## src/rtl/rgb_pwm_breathe.sv

```systemverilog
// Multi-LED RGB breathing controller: free-running PWM, per-colour rise/fall
// brightness ramp with capped level, plus static-colour, freeze and off modes.
module rgb_pwm_breathe #(
    parameter int NUM_LEDS   = 2,
    parameter int PWM_WIDTH  = 8,
    parameter int STEP_DIV   = 390625,
    parameter int BRIGHT_CAP = 128
) (
    input  logic                     clk,
    input  logic                     rst,
    input  logic [1:0]               mode,
    input  logic [3*PWM_WIDTH-1:0]   static_rgb,
    output logic [3*NUM_LEDS-1:0]    dout,
    output logic [2:0]               color_sel,
    output logic                     phase_fall,
    output logic                     cycle_done
);

    typedef enum logic [1:0] {
        MODE_OFF     = 2'b00,
        MODE_BREATHE = 2'b01,
        MODE_STATIC  = 2'b10,
        MODE_FREEZE  = 2'b11
    } mode_e;

    typedef enum logic {
        RISE = 1'b0,
        FALL = 1'b1
    } state_e;

    localparam int CNT_W = (STEP_DIV > 1) ? $clog2(STEP_DIV) : 1;
    localparam logic [CNT_W-1:0]     CNT_MAX = CNT_W'(STEP_DIV - 1);
    localparam logic [PWM_WIDTH-1:0] CAP     = PWM_WIDTH'(BRIGHT_CAP);

    function automatic logic [PWM_WIDTH-1:0] sat_cap(input logic [PWM_WIDTH-1:0] v);
        return (v > CAP) ? CAP : v;
    endfunction

    mode_e                  mode_s;
    mode_e                  prev_mode_q, prev_mode_d;
    state_e                 state_q, state_d;
    logic [PWM_WIDTH-1:0]   pwm_q, pwm_d;
    logic [PWM_WIDTH-1:0]   duty_q, duty_d;
    logic [CNT_W-1:0]       cnt_q, cnt_d;
    logic [2:0]             color_q, color_d;
    logic [3*NUM_LEDS-1:0]  dout_q, dout_d;
    logic                   done_q, done_d;
    logic                   restart, tick;
    logic [PWM_WIDTH-1:0]   bright, e_breathe;
    logic [PWM_WIDTH-1:0]   level [3];

    assign mode_s = mode_e'(mode);

    // Ramp control: restart only when arriving from OFF/STATIC; FREEZE resumes in place.
    always_comb begin
        pwm_d       = pwm_q + 1'b1;
        prev_mode_d = mode_s;
        cnt_d       = cnt_q;
        duty_d      = duty_q;
        state_d     = state_q;
        color_d     = color_q;
        done_d      = 1'b0;
        restart     = (mode_s == MODE_BREATHE) && (prev_mode_q != MODE_BREATHE)
                      && (prev_mode_q != MODE_FREEZE);
        tick        = (cnt_q == CNT_MAX);
        if (mode_s == MODE_BREATHE) begin
            if (restart) begin
                cnt_d   = '0;
                duty_d  = '0;
                state_d = RISE;
                color_d = 3'b001;
            end else if (tick) begin
                cnt_d  = '0;
                duty_d = duty_q + 1'b1;
                if (duty_q == '1) begin
                    if (state_q == RISE) begin
                        state_d = FALL;
                    end else begin
                        state_d = RISE;
                        color_d = {color_q[1:0], color_q[2]};
                        done_d  = color_q[2];
                    end
                end
            end else begin
                cnt_d = cnt_q + 1'b1;
            end
        end
    end

    always_comb begin
        bright    = (state_q == FALL) ? ~duty_q : duty_q;
        e_breathe = sat_cap(bright);
        for (int c = 0; c < 3; c++) begin
            level[c] = '0;
            case (mode_s)
                MODE_BREATHE, MODE_FREEZE: level[c] = color_q[c] ? e_breathe : '0;
                MODE_STATIC:               level[c] = sat_cap(static_rgb[c*PWM_WIDTH +: PWM_WIDTH]);
                default:                   level[c] = '0;
            endcase
        end
        dout_d = '0;
        for (int i = 0; i < NUM_LEDS; i++) begin
            for (int c = 0; c < 3; c++) begin
                dout_d[3*i+c] = (level[c] > pwm_q);
            end
        end
    end

    always_ff @(posedge clk or posedge rst) begin
        if (rst) begin
            pwm_q       <= '0;
            cnt_q       <= '0;
            duty_q      <= '0;
            state_q     <= RISE;
            color_q     <= 3'b001;
            dout_q      <= '0;
            done_q      <= 1'b0;
            prev_mode_q <= MODE_OFF;
        end else begin
            pwm_q       <= pwm_d;
            cnt_q       <= cnt_d;
            duty_q      <= duty_d;
            state_q     <= state_d;
            color_q     <= color_d;
            dout_q      <= dout_d;
            done_q      <= done_d;
            prev_mode_q <= prev_mode_d;
        end
    end

    assign dout       = dout_q;
    assign color_sel  = color_q;
    assign phase_fall = (state_q == FALL);
    assign cycle_done = done_q;

endmodule

```

## config.mk

```make
export PLATFORM = sky130hd
export DESIGN_NAME = rgb_pwm_breathe
export DESIGN_NICKNAME = d
export VERILOG_FILES = /design/src/rtl/rgb_pwm_breathe.sv
export SDC_FILE = /design/constraint.sdc
export NUM_CORES = 1
export LEC_CHECK = 0
export CAP_MARGIN = 40
export CORE_UTILIZATION = 44
export CTS_CLUSTER_SIZE = 20
export DETAILED_ROUTE_END_ITERATION = 8
export GPL_TIMING_DRIVEN = 0
export HOLD_SLACK_MARGIN = 0.08
export PLACE_DENSITY = 0.68
export SYNTH_ARGS = -nofsm -noshare
export SYNTH_HDL_FRONTEND = slang
export SYNTH_SLANG_ARGS = --single-unit
```

## constraint.sdc

```tcl
create_clock -name clk -period 2.4 [get_ports clk]
set_input_delay 0.48 -clock clk [delete_from_list [all_inputs] [get_ports clk]]
set_output_delay 0.48 -clock clk [all_outputs]
set_load 0.005 [all_outputs]
```

======== After elaboration in Yosys (flattened, before gate mapping) ========
Cells that the tools add are included.
storage, ports and cells
  input port bits ......................... 28
  flip-flop bits (word level) ............. 48
operators by class
  mux-type cells .......................... 28
  add/sub/neg operators ................... 3
  eq/ne operators ......................... 7
  $lt $le $gt $ge ......................... 7
  reductions and logical operators ........ 9
  bitwise logic cells ..................... 1
operators with widths
  operator               number
  $mux 8                 10
  $pmux 8 s2             3
  $mux 19                2
  $gt 8x8->1 const B     4
  $gt 8x8->1             3
  $add 19x1->19 const B  1
  $eq 19x19->1 const B   1
  $add 8x1->8 const B    2
  $mux 3                 4
  $mux 1                 9
  $eq 8x8->1 const B     1
  $not 8->8              1
  $reduce_bool 2->1      3
  $eq 2x2->1 const B     2
  $reduce_and 4->1       1
  $reduce_and 3->1       1
  $eq 2x1->1 const B     1
  $logic_and 1x1->1      2
  $ne 2x1->1 const B     1
  $ne 2x2->1 const B     1
  $reduce_and 2->1       1
  $reduce_or 2->1        1

======== Depth between registers and ports, before layout ========
Gate-level depths: netlist of the first run.
  word-level depth ........................ 7
  mapped depth ............................ 12

======== Least setup slack after synthesis of the first run ========
Ideal clock, no wire load.
  path kind ............................... register to register
  start ................................... reg duty_q[2]
  end ..................................... reg dout_q[2] (netlist: dout[2])
  data arrival time ....................... 2.326 ns
  path buffers ............................ 1
  required time ........................... 2.272 ns
  cell stages (with the launch flop) ...... 13
  clock period less this slack ............ 2.454 ns
  library setup time ...................... 0.128 ns
  path slack .............................. -0.054 ns
  cell sequence ........................... dfrtp_1 -> clkbuf_1 -> or4_1 -> o22ai_1 -> a21oi_1 -> nor2_1 -> a22o_1 -> ha_1 -> a21o_1 -> a21oi_1 -> nor2b_1 -> o22ai_1 -> o31ai_1
on the way
  longest elaborated chain between the ends .. 7
ends and longest elaborated chain
  item                      RTL line  text
  start: declaration        43        logic [PWM_WIDTH-1:0] duty_q, duty_d;
  start signal: assignment  122       duty_q <= duty_d;
  $not 8->8                 91        bright = (state_q == FALL) ? ~duty_q : duty_q;
  $mux 8 (*)                91
  $gt 8x8->1                36        return (v > CAP) ? CAP : v;
  $mux 8 (*)                36
  $mux 8 (*)                96        MODE_BREATHE, MODE_FREEZE: level[c] = color_q[c] ? e_breathe : '0;
  $pmux 8 s2 (*)            95        case (mode_s)
  $gt 8x8->1 (*)            104       dout_d[3*i+c] = (level[c] > pwm_q);
  named net dout_d[2]       46        logic [3*NUM_LEDS-1:0] dout_q, dout_d;
  end signal: assignment    125       dout_q <= dout_d;
  end: declaration          46
Mark *: on every way through the listed nets, which the timed path passes. The rest lies on a longest branch.
A chain may end at the register's enable or synchronous reset.

======== Worst setup path after layout of the first run ========
  start ................................... reg duty_q[0]
  end ..................................... reg dout_q[3] (netlist: dout[3])
on the way
  longest elaborated chain between the ends .. 7
ends and longest elaborated chain
  item                 RTL line
  $not 8->8            91
  $mux 8 (*)           91
  $gt 8x8->1           36
  $mux 8 (*)           36
  $mux 8 (*)           96
  $pmux 8 s2 (*)       95
  $gt 8x8->1 (*)       -
  named net dout_d[0]  46
Marks and branches as above.

==> metrics.yaml, run 1 <==
setup_violations: 1
synth_adder_area_share_pct: 11.16
failed_checks: "setup timing"
drv_cap: 0
htreeDepth: 2
synth.distinct_cells: 48
fp-row-count: 30
syn_to_final_growth_pct: 25.08
pwr-share-clk_pct: 26.8
finalWirelength_um: 7941
dr.pass1.iters: 4
p_sw_mw: 0.5128
finalHoldViolCount: 0
yosysWarnings: 0
swShare_pct: 30.17
seq_power_share_pct: 50.3
drive_gt1_share_pct: 13.13
synth_compound_area_share_pct: 15.87
cts_tree: "yes"
layout_common_cells: "nand2_1, dfrtp_1, clkdlybuf4s50_1"
place.gp.congestion: 0.8933
dpl_cell_area_um2: 3672
clock-sinks: 44
synth_top_family_by_area: "simple AND/OR/NAND/NOR gates"
grt_max_degree: 31
finalSetupTns_ns: -0.01262
rsz0062_at_grt: "yes"
synth-xor-area-share_pct: 6.699
numCtsBuffers: 5
max_freq_mhz: 414.5
drtIter0Drc: 114
synthMuxAreaShare_pct: 0.6380
grt_pass1_wl_um: 13100
syn_area_um2: 3138
die_h_um: 86.45
postCtsHoldBufs: 0
synth_edf_count: 0
core_um2: 6832
worstSetupPathType: "flip-flop to flip-flop"
start_util_pct: 45.93
ff2ff_path_depth: 12
fin_worst_skew_ns: 0.007755
vias_per_cell: 5.573
critPathLaunchType: "flip-flop"
async_reset_ff_share_pct: 100.0
timing.final.ws_setup_ns: -0.01262
yosysSeqAreaShare_pct: 35.13
grt_pass1_vias: 2694
track_usage_pct: 22.19
slew_viol_final: 0
clockBufferDepth: 2
period_share_pct: 100.5
leakagePower_nw: 1.664
fillerInstances: 656
crit_arrival_ns: 2.61
antenna_found_initial: 0
postRouteAntennaNets: 0
synth_ff_type: "dfrtp_1"
avgSynthCellArea_um2: 8.597
power.density_nw_per_um2: 433.1
path_max_fanout: 3
nNetsFinal: 475
synth-simple-area-share_pct: 25.68
ys_seq_elements: 44
worst_pin_slew_ns: 0.7031
vdd_drop_max_v: 0.0005451
p_int_mw: 1.187
syn-instance-count: 365
die_area_um2: 7474
status: "finished, violations left"
ys_top_cells_by_area: "dfrtp_1, ha_1, nand2_1"
antennaDiodeCount: 0
final_common_cell: "nand2_1"
maxSlewHeadroom_pct: 52.70
synth_top_cell_by_area: "dfrtp_1"
pre_cts_slack_ns: -0.5744
fin_util_pct: 57.45
p_comb_share_pct: 23.0
total_power_mw: 1.700
wl_per_cell_um: 15.42
place_hpwl_um: 5825
end_kind: "flip-flop"
clkTransAtPathRegs_ns: 0.09
synth_nets: 421
synth_top_area_share_pct: 34.29
fin_area_um2: 3925
ioPinCount: 39
period_needed_ns: 2.413
root_buffer: "clkbuf_8"
clkLatencyLatePin_ns: 0.29
min_path_type: "input pin to asynchronous set/reset pin"
num_vias: 2870
die_width_um: 86.45
worstPathRequired_ns: 2.60
port_buffers: 38
grt_overflow: 0
drc: 0
## registers in the layout, summed over array words and instances (netlist names)
name / count
dout: 3
duty_q: 8
color_sel: 3
cycle_done: 1
cnt_q: 19
phase_fall: 1
prev_mode_q: 1
pwm_q: 8
## per-stage QoR
stage / hold slack (ns) / cells
final: 0.4619 / 515
after global routing: 0.4824 / 515
after detailed placement: 0.4709 / 501
after CTS: 0.4638 / 511
after floorplan: 0.4455 / 365
after global placement: 0.4664 / 499
## Yosys cell counts (2+ instances only)
cell type	instances
a21o_1	4
a21oi_1	13
a22o_1	11
a22oi_1	6
and2_1	2
and3_1	3
and4_1	2
buf_1	2
buf_4	4
clkbuf_1	10
dfrtp_1	43
ha_1	28
inv_1	19
mux2i_1	2
nand2_1	40
nand2b_1	6
nand3_1	16
nand3b_1	2
nand4_1	13
nand4b_1	3
nor2_1	36
nor2b_1	8
nor3_1	7
nor4_1	6
o211ai_1	3
o21ai_0	17
o22ai_1	10
o31ai_1	3
o41ai_1	2
or3_1	2
or4_1	3
xnor2_1	10
xor2_1	14
## timing repair
action                     CTS  global route
buffers inserted             5             6
gates resized for setup     17            15
pin swaps                   10            10
gates cloned                 0             0
setup endpoints to repair    3            14
## power groups by stage
stage / Sequential, mW / Combinational (mW) / Clock (mW)
2_1_floorplan: 0.834 / 0.234 / 0
3_3_place_gp: 0.841 / 0.370 / 0
3_5_place_dp: 0.842 / 0.379 / 0
4_1_cts: 0.840 / 0.378 / 0.475
5_1_grt: 0.862 / 0.433 / 0.506
6_report: 0.855 / 0.390 / 0.455
## final timing paths
kind	from	end	slack [ns]
setup / recovery	duty_q[0]$_DFFE_PP0P_	dout[3]$_DFF_PP0_	-0.01
hold / removal	rst	cnt_q[7]$_DFFE_PP0P_	0.46
setup reg to reg	duty_q[0]$_DFFE_PP0P_	dout[3]$_DFF_PP0_	-0.01
hold reg to reg	pwm_q[7]$_DFF_PP0_	pwm_q[7]$_DFF_PP0_	0.48
max in group asynchronous	rst	color_sel[0]$_DFFE_PP1P_	1.39
min in group clk	pwm_q[7]$_DFF_PP0_	pwm_q[7]$_DFF_PP0_	0.48
## logic make-up (layout without fill, tap and decap cells)
group,after synthesis,count (layout)
buf+inv,36,90
simple gates,157,157
flops,44,44
fa+ha+maj,28,28
xor+xnor,24,24
compound gates,74,74
mux,2,2
## routing by layer
metal | wire length [µm] | track usage [%] | up-vias | share of wire (%)
li1 | - | - | 1420 | -
met1 | 3820 | 30.77 | 1360 | 48
met2 | 3635 | 35.64 | 76 | 46
met3 | 302 | 3.143 | 14 | 3.8
met4 | 182 | 7.576 | 0 | 2.3
met5 | 0 | 0 | - | 0
## critical path: stages (launching register included)
cell and delay [ns]:
dfrtp_2 0.42, or4_4 0.55, o22ai_4 0.14, a21oi_4 0.10
nor2_2 0.13, buf_4 0.14, a22oi_1 0.07, ha_2 0.19
nor2b_1 0.11, o21ai_1 0.09, nand2b_1 0.10, a21oi_2 0.07
o31ai_1 0.23
## cell type report
type	count	area, µm²	area share, %
timing repair buffer	51	489.2	12.46
tap	96	120.1	3.060
multi-input combinational	285	1988	50.65
buffer	13	66.31	1.690
inverter	19	71.32	1.817
clock inverter	2	12.51	0.3188
sequential	44	1109	28.24
clock buffer	5	68.82	1.753
(Power assumes the default switching activity.)
==> run 2, diff against run 1 <==
--- a/config.mk
+++ b/config.mk
@@ -12,6 +12,7 @@
 export GPL_TIMING_DRIVEN = 0
 export HOLD_SLACK_MARGIN = 0.08
 export PLACE_DENSITY = 0.68
+export SETUP_SLACK_MARGIN = 0.15
 export SYNTH_ARGS = -nofsm -noshare
 export SYNTH_HDL_FRONTEND = slang
 export SYNTH_SLANG_ARGS = --single-unit
==> metrics.yaml, run 2 (synthesis results as in run 1) <==
status: "finished, violations left"  # unchanged
failed_checks: "setup timing"  # unchanged
finalHoldViolCount: 0  # unchanged
track_usage_pct: 22.30  # was 22.19%
worstSetupPathType: "flip-flop to flip-flop"  # unchanged
setup_violations: 2  # was 1
hold_ws_ns: 0.3941  # was 0.4619 ns
fp-row-count: 30  # unchanged
postRouteAntennaNets: 0  # unchanged
ioPinCount: 39  # unchanged
layout_common_cells: "nand2_1, dfrtp_1, clkdlybuf4s50_1"  # unchanged
grt_pass1_vias: 2803  # was 2694
total_power_mw: 1.854  # was 1.700 mW
clkLatencyLatePin_ns: 0.30  # was 0.29 ns
rsz0062_at_grt: "yes"  # unchanged
vdd_drop_max_v: 0.0002873  # was 0.0005451 V
vias_per_cell: 5.411  # was 5.573
clkTransAtPathRegs_ns: 0.10  # was 0.09 ns
min_path_type: "input pin to asynchronous set/reset pin"  # unchanged
htreeDepth: 2  # unchanged
multi_input_area_um2: 2001  # was 1988 µm²
drv_cap: 0  # unchanged
seq_area_um2: 1107  # was 1109 µm²
die_area_um2: 7474  # unchanged
leakagePower_nw: 1.680  # was 1.664 nW
cts_tree: "yes"  # unchanged
clockBufferDepth: 2  # unchanged
worst_pin_slew_ns: 0.5639  # was 0.7031 ns
rr_startpoint: "phase_fall$_DFFE_PP0P_"  # was duty_q[0]$_DFFE_PP0P_
clock-sinks: 44  # unchanged
reg.largest.list: "cnt_q: 19 flops, duty_q: 8 flops, pwm_q: 8 flops"  # unchanged
drc: 0  # unchanged
syn_to_final_growth_pct: 27.15  # was 25.08%
r2r_end: "dout[2]$_DFF_PP0_"  # was dout[3]$_DFF_PP0_
root_buffer: "clkbuf_8"  # unchanged
period_needed_ns: 2.445  # was 2.413 ns
ff2ff_path_depth: 11  # was 12
nNetsFinal: 475  # unchanged
dpl_cell_area_um2: 3679  # was 3672 µm²
regMostFlops: "cnt_q"  # unchanged
slew_viol_final: 0  # unchanged
final_common_cell: "nand2_1"  # unchanged
die_h_um: 86.45  # unchanged
core_um2: 6832  # unchanged
drive_gt1_share_pct: 13.81  # was 13.13%
path_max_fanout: 5  # was 3
place_hpwl_um: 5792  # was 5825 µm
finalWirelength_um: 7743  # was 7941 µm
dr.pass1.iters: 4  # unchanged
port_buffers: 38  # unchanged
end_kind: "flip-flop"  # unchanged
grt_overflow: 0  # unchanged
wl_per_cell_um: 15.01  # was 15.42 µm
antennaDiodeCount: 0  # unchanged
fillerInstances: 612  # was 656
power.density_nw_per_um2: 464.7  # was 433.1 nW/µm²
fin_util_pct: 58.41  # was 57.45%
grt_pass1_wl_um: 13120  # was 13100 µm
numCtsBuffers: 5  # unchanged
drtIter0Drc: 152  # was 114
die_width_um: 86.45  # unchanged
antenna_found_initial: 0  # unchanged
place.gp.congestion: 0.8502  # was 0.8933
num_vias: 2792  # was 2870
max_freq_mhz: 408.9  # was 414.5 MHz
crit_arrival_ns: 2.63  # was 2.61 ns
worstPathRequired_ns: 2.59  # was 2.60 ns
timing.final.ws_setup_ns: -0.04545  # was -0.01262 ns
fin_worst_skew_ns: 0.01417  # was 0.007755 ns
grt_max_degree: 37  # was 31
maxSlewHeadroom_pct: 62.14  # was 52.70%
start_util_pct: 45.93  # unchanged
r2r_slack_ns: -0.05  # was -0.01 ns
largest_register_ffs: 19  # unchanged
critPathLaunchType: "flip-flop"  # unchanged
pre_cts_slack_ns: -0.5668  # was -0.5744 ns
period_share_pct: 101.9  # was 100.5%
fin_area_um2: 3990  # was 3925 µm²
run 2: area by class of cell:
type,count,share of cell area (%)
clock buffers,6,2.070
multi-input cells,285,50.14
plain buffers,17,2.603
well taps,96,3.010
repair buffers,47,11.67
inverters,19,1.787
flip-flops and latches,44,27.75
clock inverters,2,0.9721
run 2: power breakdown:
part | switching [mW] | leakage [nW] | internal, mW
sequential | 0.0431 | 0.555 | 0.787
combinational | 0.213 | 1.06 | 0.206
clock | 0.264 | 0.0614 | 0.341
total | 0.520 | 1.68 | 1.33
run 2: worst max-delay path: stages, from the launching register on:
cell	delay, ns
dfrtp_1	0.43
or4_4	0.57
o22ai_4	0.13
a21oi_4	0.10
nor2_2	0.14
a22o_1	0.16
ha_1	0.24
a21o_1	0.18
a21oi_2	0.13
nor2b_1	0.06
o22ai_1	0.11
o31ai_1	0.10
run 2: per-layer routing:
metal / share of wire, % / up-vias / track usage [%]
met4: 1.6 / 0 / 6.212
met2: 50 / 58 / 40.19
met3: 3.7 / 11 / 3.333
met5: 0 / - / 0
li1: - / 1427 / -
met1: 45 / 1296 / 27.69
run 2: worst max path at each step:
| stage | cells past startpoint | end | from | slack [ns] |
|---|---|---|---|---|
| floorplan | 12 | dout[2]$_DFF_PP0_ | duty_q[2]$_DFFE_PP0P_ | 0.05 |
| global placement | 11 | dout[4]$_DFF_PP0_ | mode[0] | -0.55 |
| detailed placement | 11 | dout[4]$_DFF_PP0_ | mode[0] | -0.57 |
| CTS | 12 | dout[2]$_DFF_PP0_ | duty_q[2]$_DFFE_PP0P_ | 0.006 |
| global route | 12 | dout[4]$_DFF_PP0_ | phase_fall$_DFFE_PP0P_ | -0.14 |
| finish | 11 | dout[2]$_DFF_PP0_ | phase_fall$_DFFE_PP0P_ | -0.05 |
run 2: what timing repair did:
action                                  in CTS  in global routing
pin swaps                                    6                  7
endpoints found under the setup margin      13                 24
hold buffers                                 0                  0
buffers inserted                             7                  0
resized for setup                           22                 21
run 2: per-stage QoR:
stage | std cells | setup TNS, ns
global route | 516 | -0.3757
detailed placement | 501 | -1.941
floorplan | 365 | 0
CTS | 516 | 0
global placement | 499 | -6.102
finish | 516 | -0.04822
==> run 3, diff against run 2 <==
--- a/config.mk
+++ b/config.mk
@@ -11,7 +11,7 @@
 export DETAILED_ROUTE_END_ITERATION = 8
 export GPL_TIMING_DRIVEN = 0
 export HOLD_SLACK_MARGIN = 0.08
-export PLACE_DENSITY = 0.68
+export PLACE_DENSITY = 0.66
 export SETUP_SLACK_MARGIN = 0.15
 export SYNTH_ARGS = -nofsm -noshare
 export SYNTH_HDL_FRONTEND = slang
==> constraint.sdc (replaced) <==
create_clock -name clk -period 3.07 [get_ports clk]
set_input_delay 0.614 -clock clk [delete_from_list [all_inputs] [get_ports clk]]
set_output_delay 0.614 -clock clk [all_outputs]
set_load 0.005 [all_outputs]
==> metrics.yaml, run 3 (synthesis results as in run 1) <==
reg.largest.list: "cnt_q: 19 flops, duty_q: 8 flops, pwm_q: 8 flops"  # unchanged
p_comb_share_pct: 22.8  # was 22.6%
clockBufferDepth: 2  # unchanged
p_sw_mw: 0.3963  # was 0.5200 mW
swShare_pct: 30.26  # was 28.04%
numCtsBuffers: 5  # unchanged
setup_violations: 0  # was 2
die_width_um: 86.45  # unchanged
path_max_fanout: 9  # was 5
drc: 0  # unchanged
wl_met2_um: 3398  # was 3849 µm
layout_common_cells: "dfrtp_1, nand2_1, clkdlybuf4s50_1"  # was nand2_1, dfrtp_1, clkdlybuf4s50_1
wl_per_cell_um: 14.93  # was 15.01 µm
regMostFlops: "cnt_q"  # unchanged
antennaDiodeCount: 0  # unchanged
grt_overflow: 0  # unchanged
wl_met1_um: 3760  # was 3486 µm
grt_pass1_wl_um: 12860  # was 13120 µm
critPathLaunchType: "flip-flop"  # unchanged
track_usage_pct: 22.12  # was 22.30%
fin_worst_skew_ns: 0.01049  # was 0.01417 ns
ioPinCount: 39  # unchanged
ff2ff_path_depth: 12  # was 11
cts_tree: "yes"  # unchanged
maxSlewHeadroom_pct: 52.18  # was 62.14%
drv_cap: 0  # unchanged
fp-row-count: 30  # unchanged
grt_max_degree: 30  # was 37
start_util_pct: 45.93  # unchanged
clkTransAtPathRegs_ns: 0.08  # was 0.10 ns
dpl_cell_area_um2: 3662  # was 3679 µm²
clock-sinks: 44  # unchanged
seq_power_share_pct: 49.4  # was 44.8%
period_needed_ns: 2.734  # was 2.445 ns
core_um2: 6832  # unchanged
vias_per_cell: 5.407  # was 5.411
die_h_um: 86.45  # unchanged
place_hpwl_um: 5715  # was 5792 µm
nNetsFinal: 468  # was 475
vdd_drop_max_v: 0.0001844  # was 0.0002873 V
num_vias: 2747  # was 2792
hold_depth: 1
htreeDepth: 2  # unchanged
wl_met3_um: 296  # was 285 µm
pre_cts_slack_ns: -0.04365  # was -0.5668 ns
leakagePower_nw: 1.586  # was 1.680 nW
worst_pin_slew_ns: 0.7107  # was 0.5639 ns
rsz0062_at_grt: "yes"  # unchanged
clkLatencyLatePin_ns: 0.30  # about the same
place.gp.congestion: 0.9215  # was 0.8502
end_kind: "flip-flop"  # unchanged
grt_pass1_vias: 2657  # was 2803
antenna_found_initial: 0  # unchanged
routed.top_layer: "met4"  # unchanged
port_buffers: 38  # unchanged
drive_gt1_share_pct: 6.553  # was 13.81%
worstPathRequired_ns: 3.25  # was 2.59 ns
timing.final.ws_setup_ns: 0.3356  # was -0.04545 ns
period_share_pct: 89.07  # was 101.9%
min_path_type: "flip-flop to flip-flop"  # was input pin to asynchronous set/reset pin
p_int_mw: 0.9133  # was 1.334 mW
pwr-share-clk_pct: 27.8  # was 32.6%
worstSetupPathType: "flip-flop to flip-flop"  # unchanged
finalHoldViolCount: 0  # unchanged
root_buffer: "clkbuf_8"  # unchanged
r2r_slack_ns: 0.34  # was -0.05 ns
finalWirelength_um: 7582  # was 7743 µm
drtIter0Drc: 111  # was 152
die_area_um2: 7474  # unchanged
power.density_nw_per_um2: 348.2  # was 464.7 nW/µm²
final_common_cell: "dfrtp_1"  # was nand2_1
dr.pass1.iters: 4  # unchanged
max_freq_mhz: 365.7  # was 408.9 MHz
largest_register_ffs: 19  # unchanged
slew_viol_final: 0  # unchanged
status: "completed"  # was finished, violations left
fin_area_um2: 3761  # was 3990 µm²
crit_arrival_ns: 2.92  # was 2.63 ns
syn_to_final_growth_pct: 19.86  # was 27.15%
postRouteAntennaNets: 0  # unchanged
-- run 3: final timing paths --
kind	startpoint	endpoint
max in group asynchronous	rst	color_sel[0]$_DFFE_PP1P_
max	duty_q[2]$_DFFE_PP0P_	dout[2]$_DFF_PP0_
min reg2reg	pwm_q[7]$_DFF_PP0_	pwm_q[7]$_DFF_PP0_
min	pwm_q[7]$_DFF_PP0_	pwm_q[7]$_DFF_PP0_
max reg2reg	duty_q[2]$_DFFE_PP0P_	dout[2]$_DFF_PP0_
min in group asynchronous	rst	cnt_q[0]$_DFFE_PP0P_
-- run 3: cell type report --
type | instances | area [µm²]
buffer | 17 | 80.08
clock inverter | 2 | 12.51
timing repair buffer | 40 | 404.1
sequential | 44 | 1102
multi-input combinational | 285 | 1902
clock buffer | 5 | 68.82
inverter | 19 | 71.32
tap | 96 | 120.1
fill | 660 | 3070
-- run 3: routing by layer --
metal | global-route usage (%) | up-vias
met5 | 0 | -
met4 | 6.515 | 0
met3 | 4.286 | 10
met2 | 35.79 | 58
met1 | 30.13 | 1272
li1 | - | 1407
-- run 3: what timing repair did --
action	4_1_cts	5_1_grt
buffers inserted	0	0
gates resized for setup	0	7
hold buffers	0	0
setup endpoints to repair	0	3
-- run 3: worst max-delay path: stages (launching register included) --
cell      delay [ns]
dfrtp_1         0.36
clkbuf_1        0.20
or4_1           0.50
o22ai_1         0.14
a21oi_1         0.18
nor2_2          0.23
a22o_1          0.17
ha_1            0.24
a21o_1          0.18
a21oi_1         0.14
nor2b_1         0.06
o22ai_1         0.12
o31ai_1         0.09
-- run 3: power groups by stage --
| stage | Sequential (mW) | Clock, mW | Combinational, mW |
|---|---|---|---|
| final | 0.647 | 0.364 | 0.298 |
| after global routing | 0.653 | 0.399 | 0.338 |
| after CTS | 0.647 | 0.380 | 0.295 |
| after detailed placement | 0.658 | 0 | 0.294 |
| after global placement | 0.658 | 0 | 0.286 |
| after floorplan | 0.652 | 0 | 0.179 |
-- run 3: per-stage QoR --
| stage | total power [mW] | TNS [ns] | cells | hold slack (ns) | util [%] |
|---|---|---|---|---|---|
| global placement | 0.9434 | -0.001728 | 499 | 0.4656 | 53.26 |
| floorplan | 0.8306 | 0 | 365 | 0.4455 | - |
| global route | 1.390 | 0 | 508 | 0.4891 | 55.05 |
| finish | 1.310 | 0 | 508 | 0.4736 | 55.05 |
| CTS | 1.323 | 0 | 508 | 0.4815 | 54.80 |
| detailed placement | 0.9521 | -0.07714 | 501 | 0.4647 | 53.61 |
